[config.mk]
export PLATFORM = sky130hd
export DESIGN_NAME = dmx_pry
export DESIGN_NICKNAME = d
export VERILOG_FILES = /design/src/rtl/dmx_pry.sv
export SDC_FILE = /design/constraint.sdc
export NUM_CORES = 1
export LEC_CHECK = 0
export CORE_MARGIN = 4
export CORE_UTILIZATION = 38
export DETAILED_ROUTE_END_ITERATION = 16
export PLACE_DENSITY = 0.86
export SLEW_MARGIN = 0
export SYNTH_ARGS = -nofsm -noshare
export SYNTH_HDL_FRONTEND = slang
export SYNTH_SLANG_ARGS = --single-unit
[constraint.sdc]
create_clock -name clk -period 1.42 [get_ports clk]
set_input_delay 0.213 -clock clk [delete_from_list [all_inputs] [get_ports clk]]
set_output_delay 0.213 -clock clk [all_outputs]
set_load 0.02 [all_outputs]
[src/rtl/dmx_pry.sv]
// dmx_pry: priority-select demultiplexer.
// Routes each accepted beat of one valid/ready stream to the highest-index
// channel requested in pry, through a single registered output stage.
// Beats arriving with an empty request vector are dropped and counted.
module dmx_pry #(
   parameter type DAT_T          = logic [8-1:0],
   parameter int  WIDTH          = 9,
   parameter int  SPLIT          = 3,
   parameter int  IMPLEMENTATION = 0,
   parameter int  CNT_W          = 8
) (
   input  logic             clk,
   input  logic             rst,
   input  logic             s_vld,
   output logic             s_rdy,
   input  DAT_T             s_dat,
   input  logic [WIDTH-1:0] pry,
   output logic [WIDTH-1:0] m_vld,
   input  logic [WIDTH-1:0] m_rdy,
   output DAT_T             m_dat,
   output logic [CNT_W-1:0] drp_cnt
);

   localparam int IDX_W = (WIDTH > 1) ? $clog2(WIDTH) : 1;

   // Number of SPLIT-ary reduction levels needed to fold WIDTH leaves to one.
   function automatic int tree_levels(int w, int s);
      int n;
      int l;
      n = w;
      l = 0;
      for (int k = 0; k < 32; k++) begin
         if (n > 1) begin
            n = (n + s - 1) / s;
            l++;
         end
      end
      return l;
   endfunction

   localparam int LVLS = tree_levels(WIDTH, SPLIT);

   localparam logic ST_EMPTY = 1'b0;
   localparam logic ST_FULL  = 1'b1;

   logic             state;
   logic [WIDTH-1:0] sel;
   logic [IDX_W-1:0] dst_idx;
   logic [WIDTH-1:0] dst_oh;
   logic             pry_any;
   logic             out_xfer;
   logic             in_xfer;

   generate
      if (IMPLEMENTATION == 0) begin : g_linear
         // Linear scan upwards: the last set bit seen is the highest, so it wins.
         // NOTE: every variable written in always_comb gets a default first, so no latch is inferred.
         always_comb begin
            dst_idx = '0;
            for (int i = 0; i < WIDTH; i++) begin
               if (pry[i]) dst_idx = IDX_W'(i);
            end
         end
      end else begin : g_tree
         // SPLIT-ary tree: each node forwards the index of its highest valid child.
         always_comb begin : tree_enc
            logic [WIDTH-1:0] t_vld [LVLS+1];
            logic [IDX_W-1:0] t_idx [LVLS+1][WIDTH];
            int               n;
            int               k;
            for (int l = 0; l <= LVLS; l++) begin
               t_vld[l] = '0;
               for (int j = 0; j < WIDTH; j++) t_idx[l][j] = '0;
            end
            t_vld[0] = pry;
            for (int j = 0; j < WIDTH; j++) t_idx[0][j] = IDX_W'(j);
            n = WIDTH;
            k = 0;
            for (int l = 0; l < LVLS; l++) begin
               for (int g = 0; g < WIDTH; g++) begin
                  for (int c = 0; c < SPLIT; c++) begin
                     k = g * SPLIT + c;
                     if (k < n) begin
                        if (t_vld[l][k]) begin
                           t_vld[l+1][g] = 1'b1;
                           t_idx[l+1][g] = t_idx[l][k];
                        end
                     end
                  end
               end
               n = (n + SPLIT - 1) / SPLIT;
            end
            dst_idx = t_idx[LVLS][0];
         end
      end
   endgenerate

   // Expand the winning index into the one-hot channel select.
   always_comb begin
      dst_oh = '0;
      for (int i = 0; i < WIDTH; i++) begin
         dst_oh[i] = (dst_idx == IDX_W'(i));
      end
   end

   assign pry_any  = |pry;
   assign out_xfer = (state == ST_FULL) && (|(sel & m_rdy));
   // Reset forces ready high; the register update below still ignores the beat.
   assign s_rdy    = rst || (state == ST_EMPTY) || (|(sel & m_rdy));
   assign in_xfer  = s_vld && s_rdy;
   assign m_vld    = (state == ST_FULL) ? sel : '0;

   // Output stage: load, drain or drop, with the saturating drop counter.
   // NOTE: state registers use non-blocking assignments so every flop samples pre-edge values.
   always_ff @(posedge clk) begin
      if (rst) begin
         state   <= ST_EMPTY;
         sel     <= '0;
         m_dat   <= '0;
         drp_cnt <= '0;
      end else if (in_xfer) begin
         if (pry_any) begin
            state <= ST_FULL;
            sel   <= dst_oh;
            m_dat <= s_dat;
         end else begin
            state <= ST_EMPTY;
            sel   <= '0;
            if (drp_cnt != '1) drp_cnt <= drp_cnt + CNT_W'(1);
         end
      end else if (out_xfer) begin
         state <= ST_EMPTY;
         sel   <= '0;
      end
   end

endmodule

==> summary.md <==
| Metric | Value |
|---|---|
| Worst setup EP type | output pin |
| RSZ-0062 raised after global routing | yes |
| Pwr/cell area | 668 nW/um^2 |
| YS warnings | 0 |
| Post-layout min period | 1.74 ns |
| Clock skew | 0.00992 ns |
| Cell Area, Synth | 1310 um^2 |
| Vias in the first global route | 1441 |
| Slowest cell on the critical path | dfxtp_2 |
| DR WL/cell | 13.9 um |
| Grt ovf | 0 |
| Mux cell area share after synthesis | 0.0861 |
| Hold_buf cts | 0 |
| Failing checks | negative setup slack |
| Vias | 1459 |
| Final non-filler cell total | 289 |
| Setup slack at placement | -0.642 ns |
| Worst-path clk slew | 0.15 ns |
| Syn Area/Cell | 8.96 um^2 |
| LEAKAGE | 1.04 nW |
| Max-slew headroom | 0.764 |
| Fill cells | 269 |
| Post-Synth Adder-Cell Area | 0.00957 |
| Fin worst setup slack | -0.324 ns |
| I/O pin cnt | 55 |
| FF+latch area | 542 um^2 |
| Largest net degree at the start of global routing | 22 |
| Starting Density | 0.392 |
| Compound-Gate Fraction of Synth Area | 0.173 |
| Total CTS buffers | 3 |
| Sequence of cells on the critical path | a222oi_1 > nand2_1 > nor2_2 > inv_2 > buf_6 |
| Drt total wl | 4.01 mm |
| Synth Area in XOR/XNOR | 0 |
| Buf+Inv Stages, Crit Path | 2 |
| Critical path required time | 1.21 ns |
| Most common cell in the netlist | dfxtp_1 |
| Area delta synth->final | 81.1% |
| Post-synth EDFFs | 0 |
| Synth Instances | 146 |
| Post-route ant nets | 0 |
| Die area | 4440 um^2 |
| CTS tree | done |
| Area taken by multi-input logic gates | 875 um^2 |
| Yosys top cell area share | 0.398 |
| Register area share after synthesis | 0.398 |
| Seq cells post-synth | 26 |
| Critical Path AT | 1.53 ns |
| Iter 0 DRT Violations | 38 |
| Core area | 3340 um^2 |
| CP max FO | 2 |
| Top post-synthesis cells by area | dfxtp_1, mux2i_1, nor2_1 |
| Final Util | 0.709 |
| Worst hold slack | 0.394 ns |
| Layout cells sized above 1 | 0.416 |
| Port Buf Inserts | 54 |
| Placed insts | 281 |
| Max-slew violations | 0 |
| Max H-tree Level | 1 |
| Final Hold Vio Count | 0 |
| Top delay family on crit path | flip-flops |
| Cell taking the most area after synthesis | dfxtp_1 |
| Routability Congestion | 0.831 |
| Worst setup path class | reg -> out |
| Site Rows | 21 |
| Area share of and/or/nand/nor cells after synthesis | 0.308 |
| Via density | 5.05 |
| Peak VDD IR | 0.425 mV |
| Most instantiated cells after synthesis | dfxtp_1, nor2_1, nand2_1 |
| Fin Setup TNS | -6.79 ns |
| Final net count | 274 |
| Hpwl dp | 2.94 mm |
| Syn nets | 176 |
| Slowest cell delay on critical path | 0.35 ns |
| GR Util All Layers | 0.186 |
| Synth Flop Type | dfxtp_1 |
| Chip Width | 66.7 um |
| Synth async-reset ratio | 0 |
| Unique masters post-synth | 41 |
| Max Fclk | 0.573 GHz |
| CP Launch Type | flop |
| Die Ht | 66.7 um |
| Initial antenna violation count | 0 |
| Final setup violation count | 26 |
| Hold WC Path Type | in -> reg |
| Inserted Diodes | 0 |
| Max-Cap Viols | 0 |
| First-pass GRT wire length | 6.39 mm |
| Tightest Pin Transition | 0.353 ns |
| Max clock buf depth | 2 |
| DR DRC count | 0 |
| # clock sinks | 26 |
| Clock Latency Late Sink | 0.33 ns |
| Root Buffer Master | clkbuf_4 |
| Outcome | finished, violations left |
| Largest family of logic cells by synthesized area | simple AND/OR/NAND/NOR gates |
| Final Cycle Share | 1.23 |
| 1st-pass router iterations | 4 |
## routing by layer
layer  routed length, um  GRT usage  part of all wire  vias to the layer above
met5                   0          0                 0                        -
met4                 104     0.0736             0.026                        0
met1                1600      0.213              0.40                      670
met2                2050      0.324              0.51                       42
li1                    -          -                 -                      735
met3                 254     0.0489             0.063                       12
## placed cells by master (no fill, tap or decap), types with 5 or more instances in the layout
cell type,count
buf_2,9
dfxtp_1,13
clkdlybuf4s50_1,21
and2_1,9
dfxtp_2,11
mux2i_1,9
nor2_1,14
dlygate4sd2_1,21
nand2b_1,5
buf_4,35
nand2_1,6
a21oi_1,6
buf_6,10
## area by class of cell
class / instances / area share
repair buffers: 98 / 0.353
flip-flops and latches: 26 / 0.229
inverters: 3 / 0.00476
multi-input cells: 112 / 0.369
clock buffers: 4 / 0.0201
well taps: 46 / 0.0243
## logic make-up (layout without fill, tap and decap cells)
group	count (synthesis)	in the layout
fa+ha+maj	1	1
buf+inv	8	105
compound gates	32	32
flops	26	26
simple gates	68	68
mux	11	11
## tightest hold or removal path, cell delays in order
cell and delay, ns:
dlygate4sd2_1 0.26, buf_4 0.16, o41ai_2 0.07
## state kept, by name (all words and copies together) (netlist names)
signal / cells
drp_cnt: 8
m_dat: 8
sel: 9
state: 1
## final timing paths
kind | start | to | slack [ns] | cells past startpoint
max reg2reg | sel[0] | m_dat[7] | -0.32 | 7
max | sel[0] | s_rdy | -0.32 | 5
min reg2reg | m_dat[2] | m_dat[2] | 0.51 | 2
min | pry[8] | sel[1] | 0.39 | 3
## power by group
part / internal [mW] / switching [mW]
combinational: 0.197 / 0.172
clock: 0.215 / 0.234
sequential: 0.751 / 0.0119
total: 1.16 / 0.418
## through the flow
stage                     cell area, um^2  total power [mW]
after global placement               2270              1.12
after CTS                            2280              1.55
after floorplan                      1400             0.920
final                                2370              1.58
after detailed placement             2270              1.13
after global routing                 2370              1.66
## repair_timing
action | CTS | global route
pin swaps | 15 | 9
setup buffers | 1 | 4
resized for setup | 74 | 22
endpoints found under the setup margin | 51 | 27
Power figures use the tool's default switching activity.
